==> config.mk <==
export PLATFORM = sky130hd
export DESIGN_NAME = hex_page_sequencer
export DESIGN_NICKNAME = d
export VERILOG_FILES = /design/src/rtl/hex_page_sequencer.sv
export SDC_FILE = /design/constraint.sdc
export NUM_CORES = 1
export LEC_CHECK = 0
export ABC_AREA = 1
export ABC_CLOCK_PERIOD_IN_PS = 2540
export CAP_MARGIN = 20
export CELL_PAD_IN_SITES_DETAIL_PLACEMENT = 1
export CELL_PAD_IN_SITES_GLOBAL_PLACEMENT = 1
export CORE_ASPECT_RATIO = 1.5
export CORE_MARGIN = 3
export CORE_UTILIZATION = 41
export DETAILED_ROUTE_END_ITERATION = 8
export GPL_TIMING_DRIVEN = 1
export MAX_ROUTING_LAYER = met4
export PLACE_DENSITY = 0.85
export SYNTH_ARGS = -nofsm -noshare
export SYNTH_HDL_FRONTEND = slang
export SYNTH_SLANG_ARGS = --single-unit
==> constraint.sdc <==
create_clock -name clk -period 2.54 [get_ports clk]
set_clock_uncertainty 0.1 [all_clocks]
set_input_delay 0.254 -clock clk [delete_from_list [all_inputs] [get_ports clk]]
set_output_delay 0.254 -clock clk [all_outputs]
set_load 0.02 [all_outputs]
==> src/rtl/hex_page_sequencer.sv <==
// hex_page_sequencer: pages a 32-bit word onto two hex digits, MS byte first, with dwell and gap timing.
// Optional macro HEX_PAGE_SEQUENCER_AUTOREPEAT_EN: wrap from page 0 back to page 3 indefinitely.
module hex_page_sequencer #(
    parameter int DWELL_CYCLES = 12_000_000,
    parameter int GAP_CYCLES   = 1_200_000
) (
    input  logic        clk,
    input  logic        reset,
    input  logic        load_i,
    input  logic [31:0] data_i,
    input  logic        hold_i,
    output logic [3:0]  digit_hi_o,
    output logic [3:0]  digit_lo_o,
    output logic [1:0]  page_o,
    output logic        blank_o,
    output logic        busy_o,
    output logic        done_o
);
    localparam int MAXC = (DWELL_CYCLES > GAP_CYCLES) ? DWELL_CYCLES : GAP_CYCLES;
    localparam int CW = $clog2(MAXC + 1);
    localparam logic [CW-1:0] DW_LAST = CW'(DWELL_CYCLES - 1);
    localparam logic [CW-1:0] GP_LAST = CW'((GAP_CYCLES > 0) ? GAP_CYCLES - 1 : 0);
    localparam bit HAS_GAP = GAP_CYCLES > 0;
`ifdef HEX_PAGE_SEQUENCER_AUTOREPEAT_EN
    localparam bit AUTOREPEAT = 1'b1;
`else
    localparam bit AUTOREPEAT = 1'b0;
`endif

    typedef enum logic [1:0] {IDLE, SHOW, GAP} state_t;

    state_t        r_state, w_state_n;
    logic [CW-1:0] r_cnt, w_cnt_n;
    logic [1:0]    r_page, w_page_n;
    logic [31:0]   r_word, w_word_n;
    logic          w_done_n;
    logic [3:0]    r_hi, r_lo;
    logic          r_blank, r_busy, r_done;

    always_comb begin
        w_state_n = r_state;
        w_cnt_n   = r_cnt;
        w_page_n  = r_page;
        w_word_n  = r_word;
        w_done_n  = 1'b0;
        if (load_i) begin
            w_word_n  = data_i;
            w_page_n  = 2'd3;
            w_cnt_n   = '0;
            w_state_n = SHOW;
        end else if (!hold_i) begin
            case (r_state)
                SHOW: begin
                    if (r_cnt != DW_LAST) begin
                        w_cnt_n = r_cnt + 1'b1;
                    end else begin
                        w_cnt_n  = '0;
                        w_done_n = r_page == 2'd0;
                        if (r_page == 2'd0 && !AUTOREPEAT) w_state_n = IDLE;
                        else if (HAS_GAP) w_state_n = GAP;
                        else w_page_n = r_page - 2'd1;
                    end
                end
                GAP: begin
                    if (r_cnt != GP_LAST) begin
                        w_cnt_n = r_cnt + 1'b1;
                    end else begin
                        w_cnt_n   = '0;
                        w_page_n  = r_page - 2'd1;
                        w_state_n = SHOW;
                    end
                end
                default: ;
            endcase
        end
    end

    // Digits follow the byte at the current page; during GAP the page has not moved yet, so they hold.
    always_ff @(posedge clk or posedge reset) begin
        if (reset) begin
            r_state <= IDLE;
            r_cnt   <= '0;
            r_page  <= 2'd0;
            r_word  <= '0;
            r_hi    <= 4'd0;
            r_lo    <= 4'd0;
            r_blank <= 1'b1;
            r_busy  <= 1'b0;
            r_done  <= 1'b0;
        end else begin
            r_state <= w_state_n;
            r_cnt   <= w_cnt_n;
            r_page  <= w_page_n;
            r_word  <= w_word_n;
            r_hi    <= w_word_n[{w_page_n, 3'd7} -: 4];
            r_lo    <= w_word_n[{w_page_n, 3'd3} -: 4];
            r_blank <= w_state_n != SHOW;
            r_busy  <= w_state_n != IDLE;
            r_done  <= w_done_n;
        end
    end

    assign digit_hi_o = r_hi;
    assign digit_lo_o = r_lo;
    assign page_o     = r_page;
    assign blank_o    = r_blank;
    assign busy_o     = r_busy;
    assign done_o     = r_done;
endmodule

Yosys cells after proc, flatten, opt, wreduce, memory -nomap -nowiden
Index checks and enable logic that the tools add are counted.
{ "word_totals": {"input_bits": 36, "reg_bits": 71, "out_inout_bits": 13, "elab_cells": 43} }
{ "op_classes": {"n_addsub": 2, "eq_ne": 6, "n_mux": 20, "n_reduce_logical": 4, "n_shift": 2} }
{ "op_table": {"columns": ["cell", "count"], "rows": [
  ["$mux 24", 4],
  ["$shiftx 35x6->4", 2],
  ["$pmux 24 s2", 1],
  ["$mux 32", 1],
  ["$add 24x1->24 const B", 1],
  ["$ne 24x21->1 const B", 1],
  ["$ne 24x24->1 const B", 1],
  ["$mux 2", 9],
  ["$mux 1", 4],
  ["$pmux 2 s2", 1],
  ["$reduce_bool 3->1", 1],
  ["$eq 2x1->1 const B", 1],
  ["$eq 2x2->1 const B", 1],
  ["$logic_not 2->1", 1],
  ["$ne 2x1->1 const B", 1],
  ["$ne 2x2->1 const B", 1],
  ["$reduce_and 2->1", 1],
  ["$reduce_bool 2->1", 1],
  ["$sub 2x1->2 const B", 1]
]} }

Longest topological paths before layout
{ "depth": {"word_depth": 7, "depth_mapped": 13, "ltp_nobuf": 12} }

Least setup slack after synthesis
Ideal clock, no wire load.
{ "synth_timing": {"kind": "reg-to-reg", "from": "reg r_state[0]", "to": "reg r_cnt[15]", "slack_ns": 0.695, "arrival_ns": 1.626, "stages_incl_launch_ff": 11, "synth_period_minus_slack_ns": 1.845, "required_ns": 2.321, "path_buffers": 1, "setup_ns": 0.119, "cell_sequence": "dfrtp_1 -> inv_1 -> ha_1 -> inv_2 -> a21oi_2 -> nor2_1 -> inv_1 -> buf_2 -> nand3_1 -> o21ai_1 -> nor2_1"} }
{ "synth_between": {"elab_chain_cells": 4, "word_cells_on_any_way": 7, "classes_between": "eq/ne (2); mux (3); reduce/logical (2)"} }
{ "synth_lines": {"columns": ["item", "line", "source"], "rows": [
  ["start, declared", "32", "state_t r_state, w_state_n;"],
  ["start signal, assigned", "91", "r_state <= w_state_n;"],
  ["$eq 2x2->1 / $eq 2x1->1 (equally long branches)", "52", "case (r_state)"],
  ["$pmux 24 s2", "52", null],
  ["$mux 24", "51", "end else if (!hold_i) begin"],
  ["$mux 24", "46", "if (load_i) begin"],
  ["end signal, assigned", "92", "r_cnt <= w_cnt_n;"],
  ["end, declared", "33", "logic [CW-1:0] r_cnt, w_cnt_n;"]
]} }
Several ways; a longest one is shown, not always the timed one. The select of a mux whose other input is x is not followed.
A chain may end at the register's enable or synchronous reset.

Worst setup path after layout
{ "layout_timing": {"from": "reg r_cnt[13]", "to": "reg r_hi[3] (netlist: digit_hi_o[3])"} }
{ "layout_between": {"elab_chain_cells": 6} }
{ "layout_lines": {"columns": ["item", "line", "source"], "rows": [
  ["$ne 24x21->1", "65", "if (r_cnt != GP_LAST) begin"],
  ["$mux 2", "65", null],
  ["$mux 2", null, null],
  ["$mux 2", "51", null],
  ["$mux 2", "46", null],
  ["$shiftx 35x6->4", "95", "r_hi <= w_word_n[{w_page_n, 3'd7} -: 4];"],
  ["end signal, assigned", "95", null],
  ["end, declared", "37", "logic [3:0] r_hi, r_lo;"]
]} }
Every way passes these cells.

==> out/metrics.cfg <==
[power]
power_leakage_nw=2.23
power.combinational.fraction=0.100
post-layout-total-power_mw=2.81
sequentialPowerShare=0.431
net_switching_power_mw=0.682
power.density_cell_area_nw_per_um2=584
pwr-share-clk=0.468
vdd_ir_drop_max_uv=381
power.switching_fraction=0.243
p_int_mw=2.13

[yosys]
syn_area_sq_um=3890
yosys_register_bits=71
syn-instance-count=501
synth_nets=541
synthDominantAreaCellType=dfrtp_1
post_synth.cell_area_avg_sq_um=7.76
post-synth-top-area-fraction=0.450
synth.yosys.warnings=0
ys_top_cells_by_area=dfrtp_1, nand2_1, inv_1
share_of_the_yosys_chip_area_belonging_to_registers=0.457
ys_types=33

[sta]
worst_pin_slew_ns=0.473
setup_tns_ns=0
post-route-min-period_ns=2.28
setup_viol=0
hold_viol_final=0
maximum_clock_frequency_mhz=438
final_min_period_over_clock_period=0.899
rsz0062_at_grt=no
slew_headroom=0.681
slew_violations=0

[grt]
number_of_antenna_violations_at_the_first_check_in_global_routing=0
global_route.usage.met2=0.463
groute.layer.met1.usage=0.254
grt_util_all_layers=0.250
grt_start_max_net_pins=72
layer_with_the_highest_usage=met2
grt_first_pass_wirelength_mm=20.1
first_global_vias=3974
grt_met3_usage=0.0349
grt_overflow=0

[clock_network]
clock_tree.root_cell=clkbuf_16
clk_pin_slew_ns=0.06
ctsResizeCount=0
htree_num_levels=3
clock_tree.buffer_depth=2
insertion_delay_to_the_later_sink_of_the_worst_skew_pair_ns=0.34
cts_tree=done
cts_hold_buf=0
tritoncts.num_buffers=9
cts_setup_buffers=0
cts_num_sinks=71

[floorplan]
area_enclosed_by_the_die_boundary_sq_um=10700
num_rows=42
initial_cell_density_of_the_core=0.430
floorplan.io_pins=49
height_of_the_chip_um=125
core_area_sq_um=9040
chipWidth_um=85.5

[critical_path]
worstSetupEndpointType=flip-flop
critPathRequiredTime_ns=2.67
r2r-start=r_cnt[13]
timing.critical_path.from=r_cnt[13]
crit_path_top_cell_by_count=nand2_1
timing_worst_setup_path_type=reg2reg
critPathLaunchType=flip-flop
arrival_ns=2.41
slowest_delay_ns=0.45
critPathBufInv=1
critical_path.cell_chain=nor2_2 > nand2_1 > nor2_2 > inv_1 > nor2_4 > nand4_4 > nand3_4 > nand2_1 > nand3_1 > nand2_1
cp_slowest_cell=dfrtp_1
family_of_cells_with_the_greatest_summed_delay_on_the_critical_path=simple AND/OR/NAND/NOR gates
worst-path-max-fanout=17

[finish]
design.final.nets=591
drive_above_1_share=0.135
final_cell_count_no_fill=666
insertedDiodeCount=0
flow.area_growth_from_synthesis_pct=23.9
layout_commonest_cell=nand2_1
final.fill_count=1108
layout.cells.most_common_list=nand2_1, inv_1, dfrtp_1

[drt]
wl_per_cell_um=18.4
drcViolationCount=0
antenna_left=0
dr_total_vias=3570
detailedRoute.firstPassIterationCount=5
routed_wirelength_mm=12.2
drtIter0Drc=204
routed_via_density=5.36

[min_path]
hold_class=in2async

[placed_design]
detailed_place_hpwl_mm=8.80
globalplace.congestion=0.877
placement.io_buffers=48
placed_cells_incl_taps=650

[job]
max_cap_violations=0

[status]
result_of_the_run=complete, no violations

## logic make-up (layout without fill, tap and decap cells)
family,count (synthesis),count (layout),synth area share
AO/OA/AOI/OAI,52,52,0.0698
buffers and inverters,100,155,0.102
AND/OR/NAND/NOR,262,262,0.332
XOR/XNOR,12,12,0.0270
flip-flops,71,71,0.457
adder cells (fa/ha/maj),4,4,0.0129
## routing by layer
layer	routed length, um	share of wire	vias to the layer above
li1	-	-	1679
met1	4360	0.36	1770
met2	7010	0.57	90
met3	406	0.033	31
met4	454	0.037	0
met5	0	0	-
## worst paths after layout
path,end,cells past startpoint,slack (ns)
hold / removal,r_word[7],3,0.21
min in group clk,r_word[26],2,0.41
hold reg to reg,r_word[26],2,0.41
max in group asynchronous,blank_o,3,1.77
setup / recovery,digit_hi_o[3],10,0.26
setup reg to reg,digit_hi_o[3],10,0.26
## synthesized netlist by cell type
cell / n
nand2_1: 91
inv_1: 79
dfrtp_1: 70
nor2_1: 52
o21ai_0: 41
nand3_1: 39
or2_2: 32
nand4_1: 23
clkbuf_1: 10
nor3_1: 10
xor2_1: 10
a21oi_1: 4
buf_2: 4
ha_1: 4
inv_2: 4
nor2_4: 4
o21ai_1: 3
buf_4: 2
nand2_2: 2
nand4_4: 2
nor2_2: 2
xnor2_1: 2
a21oi_2: 1
and3_1: 1
buf_6: 1
dfstp_2: 1
nand2_4: 1
nand3_4: 1
nor3_2: 1
nor4_1: 1
o22ai_1: 1
o31ai_1: 1
o41ai_1: 1
## power groups by stage
| stage | Sequential (mW) | Combinational [mW] | Clock (mW) |
|---|---|---|---|
| floorplan | 1.24 | 0.132 | 0 |
| detailed placement | 1.23 | 0.280 | 0 |
| finish | 1.21 | 0.282 | 1.32 |
| global route | 1.22 | 0.313 | 1.39 |
| CTS | 1.21 | 0.286 | 1.34 |
| global placement | 1.23 | 0.269 | 0 |
## final cells by class
class | instances | area, sq um | area share
clock buffers | 12 | 256 | 0.0532
clock inverters | 4 | 53.8 | 0.0112
inverters | 83 | 312 | 0.0646
multi-input cells | 330 | 1720 | 0.356
flip-flops and latches | 71 | 1780 | 0.369
well taps | 110 | 138 | 0.0286
repair buffers | 56 | 566 | 0.117
## sequential cells by signal (all words and copies together) (netlist names)
register and flops:
blank_o 1, page_o 2, r_cnt 24, r_word 32, busy_o 1, digit_lo_o 4, digit_hi_o 4, done_o 1
r_state 2
## metrics by stage
stage	utilization	hold WS (ns)	area [sq um]	worst slack (ns)
5_1_grt	0.533	0.267	4820	0.0322
4_1_cts	0.533	0.238	4820	0.251
3_5_place_dp	0.499	0.380	4510	0.289
6_report	0.533	0.212	4820	0.256
3_3_place_gp	0.499	0.378	4510	0.341
2_1_floorplan	-	0.227	3890	0.391
## worst min-delay path, stage by stage
cell	delay, ns
clkdlybuf4s50_1	0.41
inv_2	0.07
buf_12	0.31
Note: power is estimated with default switching activity, not from simulation.
